--- src/rtl/mips_mem_pkg.sv ---
// Shared definitions for the load/store front end: size codes, FSM states
// and the byte-lane extract/merge helpers used by both the memory access
// unit and the lane alignment block.
package mips_mem_pkg;

  localparam logic [1:0] SZ_BYTE = 2'b00;
  localparam logic [1:0] SZ_HALF = 2'b01;
  localparam logic [1:0] SZ_WORD = 2'b10;

  typedef enum logic [1:0] {
    IDLE   = 2'b00,
    ACCESS = 2'b01,
    MERGE  = 2'b10,
    RESP   = 2'b11
  } state_t;

  // Pull the addressed lane out of a little-endian word and extend it.
  function automatic logic [31:0] lane_extract(input logic [31:0] word,
                                               input logic [1:0]  lane,
                                               input logic [1:0]  size,
                                               input logic        sext);
    logic [7:0]  b;
    logic [15:0] h;
    logic [31:0] r;
    case (lane)
      2'd0:    b = word[7:0];
      2'd1:    b = word[15:8];
      2'd2:    b = word[23:16];
      default: b = word[31:24];
    endcase
    h = lane[1] ? word[31:16] : word[15:0];
    case (size)
      SZ_BYTE: r = {{24{sext & b[7]}}, b};
      SZ_HALF: r = {{16{sext & h[15]}}, h};
      default: r = word;
    endcase
    return r;
  endfunction

  // Replace the addressed lane(s) of the old word with right-justified data.
  function automatic logic [31:0] lane_merge(input logic [31:0] old_word,
                                             input logic [31:0] wdata,
                                             input logic [1:0]  lane,
                                             input logic [1:0]  size);
    logic [31:0] r;
    r = old_word;
    case (size)
      SZ_BYTE: begin
        case (lane)
          2'd0:    r[7:0]   = wdata[7:0];
          2'd1:    r[15:8]  = wdata[7:0];
          2'd2:    r[23:16] = wdata[7:0];
          default: r[31:24] = wdata[7:0];
        endcase
      end
      SZ_HALF: begin
        if (lane[1]) r[31:16] = wdata[15:0];
        else         r[15:0]  = wdata[15:0];
      end
      default: r = wdata;
    endcase
    return r;
  endfunction

endpackage

--- src/rtl/mem_lane_align.sv ---
// Combinational lane alignment: load extract/extend path and sub-word
// store merge path. Shared with the future cache datapath.
import mips_mem_pkg::*;

module mem_lane_align (
  input  logic [31:0] rd_word,
  input  logic [31:0] wdata,
  input  logic [1:0]  lane,
  input  logic [1:0]  size,
  input  logic        sign_ext,
  output logic [31:0] load_val,
  output logic [31:0] merge_word
);

  assign load_val   = lane_extract(rd_word, lane, size, sign_ext);
  assign merge_word = lane_merge(rd_word, wdata, lane, size);

endmodule

--- src/rtl/mem_access_unit.sv ---
// Load/store front end for the word-addressed data memory. Converts byte
// addresses to word indices, does read-modify-write for sub-word stores,
// extends sub-word loads and rejects faulting requests without a write.
import mips_mem_pkg::*;

module mem_access_unit #(
  parameter int DEPTH = 100,
  parameter int AW    = 32
) (
  input  logic          clk,
  input  logic          rst,
  input  logic          req,
  input  logic          we,
  input  logic [1:0]    size,
  input  logic          sign_ext,
  input  logic [AW-1:0] addr,
  input  logic [31:0]   wdata,
  output logic          ready,
  output logic          done,
  output logic          err,
  output logic [31:0]   rdata,
  output logic [31:0]   mem_addr,
  output logic [31:0]   mem_wd,
  output logic          mem_we,
  input  logic [31:0]   mem_rd
);

  state_t        state_r, state_s;
  logic          we_r;
  logic [1:0]    size_r;
  logic          sext_r;
  logic [1:0]    lane_r;
  logic [31:0]   wdata_r;
  logic          done_r;
  logic          err_r;
  logic [31:0]   rdata_r;
  logic [31:0]   mem_addr_r;
  logic [31:0]   mem_wd_r;
  logic          mem_we_r;
  logic [AW-1:0] widx_s;
  logic          fault_s;
  logic          accept_s;
  logic          subword_s;
  logic [31:0]   load_val_s;
  logic [31:0]   merge_s;

  assign widx_s   = addr >> 2;
  assign fault_s  = (size == 2'b11) ||
                    ((size == SZ_HALF) && addr[0]) ||
                    ((size == SZ_WORD) && (addr[1:0] != 2'b00)) ||
                    (widx_s >= AW'(DEPTH));
  assign accept_s  = (state_r == IDLE) && req;
  assign subword_s = (size_r != SZ_WORD);

  mem_lane_align u_align (
    .rd_word    (mem_rd),
    .wdata      (wdata_r),
    .lane       (lane_r),
    .size       (size_r),
    .sign_ext   (sext_r),
    .load_val   (load_val_s),
    .merge_word (merge_s)
  );

  // Next-state decode for the access sequence.
  always_comb begin
    state_s = state_r;
    case (state_r)
      IDLE: begin
        if (req) state_s = fault_s ? RESP : ACCESS;
        else     state_s = IDLE;
      end
      ACCESS: begin
        if (we_r && subword_s) state_s = MERGE;
        else                   state_s = RESP;
      end
      MERGE:   state_s = RESP;
      RESP:    state_s = IDLE;
      default: state_s = IDLE;
    endcase
  end

  // State, request latch and registered outputs.
  always_ff @(posedge clk) begin
    if (rst) begin
      state_r    <= IDLE;
      we_r       <= 1'b0;
      size_r     <= SZ_BYTE;
      sext_r     <= 1'b0;
      lane_r     <= 2'b00;
      wdata_r    <= 32'h0000_0000;
      done_r     <= 1'b0;
      err_r      <= 1'b0;
      rdata_r    <= 32'h0000_0000;
      mem_addr_r <= 32'h0000_0000;
      mem_wd_r   <= 32'h0000_0000;
      mem_we_r   <= 1'b0;
    end else begin
      state_r  <= state_s;
      done_r   <= (state_s == RESP);
      err_r    <= accept_s && fault_s;
      // Word store writes in ACCESS; sub-word store writes in MERGE.
      mem_we_r <= (accept_s && !fault_s && we && (size == SZ_WORD)) ||
                  ((state_r == ACCESS) && we_r && subword_s);
      if (accept_s) begin
        we_r       <= we;
        size_r     <= size;
        sext_r     <= sign_ext;
        lane_r     <= addr[1:0];
        wdata_r    <= wdata;
        mem_addr_r <= 32'(widx_s);
        mem_wd_r   <= wdata;
      end else if (state_r == ACCESS) begin
        if (!we_r)          rdata_r  <= load_val_s;
        else if (subword_s) mem_wd_r <= merge_s;
      end
    end
  end

  assign ready    = (state_r == IDLE);
  assign done     = done_r;
  assign err      = err_r;
  assign rdata    = rdata_r;
  assign mem_addr = mem_addr_r;
  assign mem_wd   = mem_wd_r;
  // A reset arriving in the write cycle must suppress that write.
  assign mem_we   = mem_we_r && !rst;

endmodule

--- config.mk ---
export PLATFORM = sky130hd
export DESIGN_NAME = mem_access_unit
export DESIGN_NICKNAME = d
export VERILOG_FILES = /design/src/rtl/mips_mem_pkg.sv /design/src/rtl/mem_lane_align.sv /design/src/rtl/mem_access_unit.sv
export SDC_FILE = /design/constraint.sdc
export NUM_CORES = 1
export LEC_CHECK = 0
export CAP_MARGIN = 25
export CELL_PAD_IN_SITES_DETAIL_PLACEMENT = 0
export CELL_PAD_IN_SITES_GLOBAL_PLACEMENT = 2
export CORE_ASPECT_RATIO = 1.2
export CORE_MARGIN = 3
export CORE_UTILIZATION = 28
export CTS_BUF_LIST = sky130_fd_sc_hd__clkbuf_16
export DETAILED_ROUTE_END_ITERATION = 10
export PLACE_DENSITY_LB_ADDON = 0.1
export RECOVER_POWER = 25
export SLEW_MARGIN = 10
export SYNTH_ARGS = -nofsm -noshare
export SYNTH_HDL_FRONTEND = slang
export SYNTH_SLANG_ARGS = --single-unit
--- constraint.sdc ---
create_clock -name clk -period 6.3 [get_ports clk]
set_clock_uncertainty 0.2 [all_clocks]
set_input_delay 1.26 -clock clk [delete_from_list [all_inputs] [get_ports clk]]
set_output_delay 1.26 -clock clk [all_outputs]
set_load 0.1 [all_outputs]
==> metrics.csv, run 1 <==
stage;metric;value;unit
run_status;status;finished with violations;
run_status;violations;capacitance limit, slew limit;
floorplanning;core;22400;um^2
logic_synthesis;syn_inst;823;
drt;viasPerCell;5.07;
power_and_ir_drop;leakage;3.23;nW
timing;fin_crit;4750;ps
drt;drc;0;
cts;clk_latency;420;ps
setup_path;critPathLaunchType;primary input;
drt;wl_met1;10900;um
setup_path;crit_fanout;72;
floorplanning;rows;60;
grt;grt_max_degree;76;
final_layout;mostFrequentLayoutCells;clkdlybuf4s50_1, nand2_1, dfxtp_1;
logic_synthesis;synth_cell_type_count;46;
floorplanning;start_util;28.6;%
setup_path;slowest_delay;2420;ps
grt;grt_pass1_wl;36600;um
power_and_ir_drop;power_density;380;nW/um^2
final_layout;finalCoreUtilization;40.7;%
drt;antenna_left;0;
cts;clock_path_buffers;2;
cts;post_cts_buffers;0;
grt;globalRouteOverflowTotal;0;
setup_path;path_cells;buf_4 -> clkbuf_1 -> or3_1 -> o22ai_1;
drt;drtPass1Iterations;5;
cts;hold_buffers;0;
timing;tightest_slew;3330;ps
drt;top_layer_used;met5;
drt;drt-total-wl;24500;um
setup_path;slowest_stage;clkbuf_1;
timing;max_clock_freq;211;MHz
power_and_ir_drop;peakVddDrop;0.000188;V
logic_synthesis;muxShareOfSynthArea;1.87;%
grt;grt_antenna_before_repair;2;
logic_synthesis;synthAdderAreaFrac;0.390;%
logic_synthesis;ys_warn_count;0;
grt;grt_pass1_vias;6275;
final_layout;area_growth_syn_to_layout;42.2;%
setup_path;critPathRequiredTime;6260;ps
final_layout;drive_above_1_share;5.33;%
timing;slew_violations;106;
timing;fin_ws;1550;ps
placement;hpwl;17000;um
logic_synthesis;synth_top_family_by_area;compound AO/OA/AOI/OAI gates;
floorplanning;pin_count;203;
logic_synthesis;synth_seq_area_share;42.7;%
worst_hold_path;holdCritPathClass;reg2reg;
logic_synthesis;syn_area_per_cell;7.80;um^2
logic_synthesis;synthXorXnorAreaFrac;0;%
timing;final-setup-viol-count;0;
placement;placed_cell_area;8520;um^2
cts;path_clk_slew;60;ps
cts;clkSinkCount;137;
timing;grt_setup_unrepaired;no;
timing;finalCritPeriodShare;75.4;%
timing;finalHoldViolCount;0;
cts;root_buffer;clkbuf_16;
final_layout;n_antenna_cell;0;
final_layout;stdcell_area;9130;um^2
power_and_ir_drop;p_total;3.47;mW
placement;portBuffers;200;
final_layout;nNetsFinal;1086;
logic_synthesis;ys_ff_latch;137;
setup_path;worstPathArrival;4710;ps
drt;drt_iter0_drc;432;
grt;grt_usage;19.4;%
cts;cts_tree;yes;
cts;numCtsBuffers;17;
drt;via_count;6455;
timing;setup_tns;0;ps
placement;post-place-ws;1820;ps
logic_synthesis;synth-compound-area-share;26.9;%
cts;cts_resized;0;
floorplanning;fp.dieArea;24800;um^2
cts;cts_max_level;4;
timing;slew_headroom;-122;%
flow_run;cap_violations;2;
floorplanning;die_w;144;um
drt;met2WireLength;11400;um
drt;wl_met3;1630;um
drt;routedWlPerCell;19.2;um
logic_synthesis;synth-simple-area-share;22.5;%
setup_path;end_kind;flip-flop;
logic_synthesis;synthesis.area;6420;um^2
final_layout;layout_commonest_cell;clkdlybuf4s50_1;
setup_path;critPathKind;in2reg;
placement;routabilityCongestion;0.797;
floorplanning;chipHeight;172;um
[area by class of cell]
class                           instances  area (um^2)
Multi-Input combinational cell        609         3330
Inverter                                6         22.5
Sequential cell                       137         2740
Clock inverter                         15          185
Fill cell                            2337        13300
Tap cell                              279          349
Clock buffer                           17          425
Timing Repair Buffer                  210         2070
[layer usage]
metal,up-vias,GRT usage (%)
met5,-,0
li1,3207,-
met3,31,6.28
met2,187,30.8
met1,3026,24.7
met4,4,6.57
[critical path: cells and delay by family]
family,cells,cell delay [ps]
AO/OA/AOI/OAI,1,80
AND/OR/NAND/NOR,1,320
buffers and inverters,2,3030
[path summary, 6_finish.rpt]
kind                     from           to  slack [ps]  depth (start not counted)
setup / recovery          rst    mem_wd[4]        1550                          4
hold / removal    wdata_r[17]  wdata_r[17]         250                          2
setup reg to reg   state_r[0]   mem_wd[29]        2670                          8
hold reg to reg   wdata_r[17]  wdata_r[17]         250                          2
[stage by stage]
step | hold WS, ps | std cells
finish | 253 | 1273
global route | 268 | 1273
CTS | 256 | 1272
detailed placement | 245 | 1240
global placement | 242 | 1240
floorplan | 233 | 824
[where the power goes]
group / internal [mW] / switching [mW]
sequential: 0.980 / 0.0702
clock: 0.656 / 0.399
combinational: 0.357 / 1.01
total: 1.99 / 1.48
[sequential cells by signal (all words and copies together) (netlist names)]
| name | count |
|---|---|
| done | 1 |
| err | 1 |
| mem_wd | 32 |
| mem_addr | 30 |
| rdata | 32 |
| state_r | 2 |
| sext_r | 1 |
| lane_r | 2 |
| size_r | 2 |
| we_r | 1 |
| mem_we_r | 1 |
| wdata_r | 32 |
[synthesized netlist by cell type, drive strengths merged]
cell type / n / share of area, %
o21ai: 43 / 3.4
a221oi: 19 / 2.7
dfxtp: 137 / 43
a21o: 7 / 0.82
a211oi: 33 / 4.6
o311ai: 2 / 0.27
a211o: 1 / 0.14
ha: 2 / 0.39
conb: 1 / 0.058
nor3: 19 / 1.5
a311oi: 1 / 0.14
or3: 4 / 0.39
and4: 1 / 0.14
nor4: 6 / 0.59
a21oi: 101 / 8.1
a31oi: 1 / 0.098
a32o: 2 / 0.31
buf: 29 / 2.7
nor2: 67 / 4.0
o22ai: 4 / 0.39
or2b: 1 / 0.12
inv: 6 / 0.35
nand3: 6 / 0.47
nand2b: 3 / 0.29
nand2: 186 / 11
o21a: 9 / 1.1
and2: 3 / 0.29
o221ai: 17 / 2.3
a22oi: 8 / 0.94
clkbuf: 43 / 2.5
nor4b: 1 / 0.37
mux2i: 12 / 1.9
nand3b: 1 / 0.12
and3: 9 / 0.88
nand4: 1 / 0.098
nor3b: 2 / 0.23
nor2b: 23 / 2.2
a22o: 12 / 1.6
[logic make-up (layout without fill, tap and decap cells)]
group / after synthesis / count (layout)
other cells: 1 / 2
mux: 12 / 12
compound gates: 260 / 260
buf+inv: 78 / 248
flops: 137 / 137
simple gates: 333 / 333
fa+ha+maj: 2 / 2
(Power assumes the default switching activity.)
==> inputs of run 2 (changes only) <==
--- a/config.mk
+++ b/config.mk
@@ -10,7 +10,7 @@
 export CELL_PAD_IN_SITES_GLOBAL_PLACEMENT = 2
 export CORE_ASPECT_RATIO = 1.2
 export CORE_MARGIN = 3
-export CORE_UTILIZATION = 28
+export CORE_UTILIZATION = 23
 export CTS_BUF_LIST = sky130_fd_sc_hd__clkbuf_16
 export DETAILED_ROUTE_END_ITERATION = 10
 export PLACE_DENSITY_LB_ADDON = 0.1
==> constraint.sdc (replaced) <==
create_clock -name clk -period 4.2 [get_ports clk]
set_clock_uncertainty 0.2 [all_clocks]
set_input_delay 0.84 -clock clk [delete_from_list [all_inputs] [get_ports clk]]
set_output_delay 0.84 -clock clk [all_outputs]
set_load 0.1 [all_outputs]
==> metrics.csv, run 2 (synthesis gave the netlist of run 1 again) <==
stage;metric;value;unit
timing;slew_headroom;7.80;%
drt;drtPass1Iterations;4;
grt;grt_usage;17.3;%
timing;fin_crit;3250;ps
timing;slew_violations;0;
grt;grt_pass1_wl;39900;um
timing;finalHoldViolCount;0;
power_and_ir_drop;power_density;554;nW/um^2
grt;grt_use_met1;22.8;%
power_and_ir_drop;peakVddDrop;0.000237;V
setup_path;worstPathArrival;3370;ps
cts;cts_max_level;4;
timing;holdWs;254;ps
placement;hpwl;18500;um
grt;grt_max_degree;80;
floorplanning;chipHeight;189;um
worst_hold_path;holdCritPathClass;reg2reg;
cts;clkSinkCount;137;
floorplanning;fp.dieArea;29900;um^2
power_and_ir_drop;leakage;3.22;nW
final_layout;mostFrequentLayoutCells;clkdlybuf4s50_1, nand2_1, dfxtp_1;
cts;clk_latency;420;ps
timing;fin_ws;951;ps
timing;grt_setup_unrepaired;no;
cts;hold_buffers;0;
timing;finalCritPeriodShare;77.4;%
floorplanning;rows;66;
drt;antenna_left;0;
flow_run;cap_violations;0;
drt;drt-total-wl;25900;um
setup_path;critPathRequiredTime;4320;ps
final_layout;nNetsFinal;1093;
drt;routedWlPerCell;19.3;um
cts;path_clk_slew;70;ps
floorplanning;start_util;23.5;%
setup_path;end_kind;flip-flop;
grt;top_usage_layer;met2;
cts;clock_path_buffers;2;
cts;numCtsBuffers;17;
grt;grt_antenna_before_repair;3;
final_layout;finalCoreUtilization;33.8;%
cts;root_buffer;clkbuf_16;
final_layout;stdcell_area;9200;um^2
grt;met3_usage;5.78;%
cts;cts_tree;yes;
setup_path;crit_fanout;61;
placement;dp.cells;1308;
timing;tightest_slew;1380;ps
floorplanning;core;27300;um^2
final_layout;n_antenna_cell;0;
final_layout;layoutNonFillerInstCount;1341;
cts;post_cts_buffers;0;
placement;post-place-ws;974;ps
run_status;status;finished, final reports clean;
timing;final-setup-viol-count;0;
drt;drc;0;
grt;globalRouteMet2Util;27.5;%
final_layout;area_growth_syn_to_layout;43.4;%
setup_path;critPathKind;in2reg;
floorplanning;pin_count;203;
placement;portBuffers;200;
power_and_ir_drop;p_total;5.09;mW
timing;max_clock_freq;308;MHz
placement;placed_cell_area;8650;um^2
drt;drt_iter0_drc;302;
floorplanning;die_w;158;um
drt;via_count;6486;
cts;cts_resized;0;
final_layout;drive_above_1_share;6.49;%
grt;grt_pass1_vias;6658;
drt;viasPerCell;4.84;
grt;globalRouteOverflowTotal;0;
final_layout;layout_commonest_cell;clkdlybuf4s50_1;
timing;setup_tns;0;ps
setup_path;critPathLaunchType;primary input;
placement;routabilityCongestion;0.766;
==> run 2: changes by cell type in the layout (fill, tap and decap cells not counted), moves of 2 or more <==
cell / change
inv_6: +4
clkinvlp_4: +2
clkinv_1: -2
inv_1: -2
buf_4: +5
bufinv_16: -4
clkbuf_1: +2
inv_8: +4
clkdlybuf4s50_1: -2
==> run 2: worst max-delay path: stages <==
cell and delay, ps:
dlygate4sd3_1 550, nand2_1 330, clkbuf_2 1030, o21ai_0 220, a221oi_1 340
==> run 2: worst paths after layout <==
path | start | to | slack (ps) | cells past startpoint
max | req | mem_wd[28] | 950 | 5
min | mem_addr[27] | mem_addr[27] | 250 | 2
max reg2reg | size_r[1] | mem_wd[28] | 970 | 7
min reg2reg | mem_addr[27] | mem_addr[27] | 250 | 2
==> run 2: where the power goes <==
group	total [mW]	internal (mW)	switching (mW)
clock	1.46	0.779	0.683
combinational	2.05	0.539	1.51
sequential	1.58	1.47	0.115
==> run 2: final cells by class <==
cell class / instances / area, um^2
repair buffers: 217 / 2120
clock inverters: 15 / 131
well taps: 340 / 425
fillers: 2982 / 18100
flip-flops and latches: 137 / 2740
inverters: 6 / 22.5
clock buffers: 17 / 425
multi-input cells: 609 / 3330
==> run 2: per-layer routing <==
metal  up-vias  wire length, um
li1       3240                -
met1      3033            11600
met2       180            12000
met3        27             1860
met4         6              362
met5         -               41
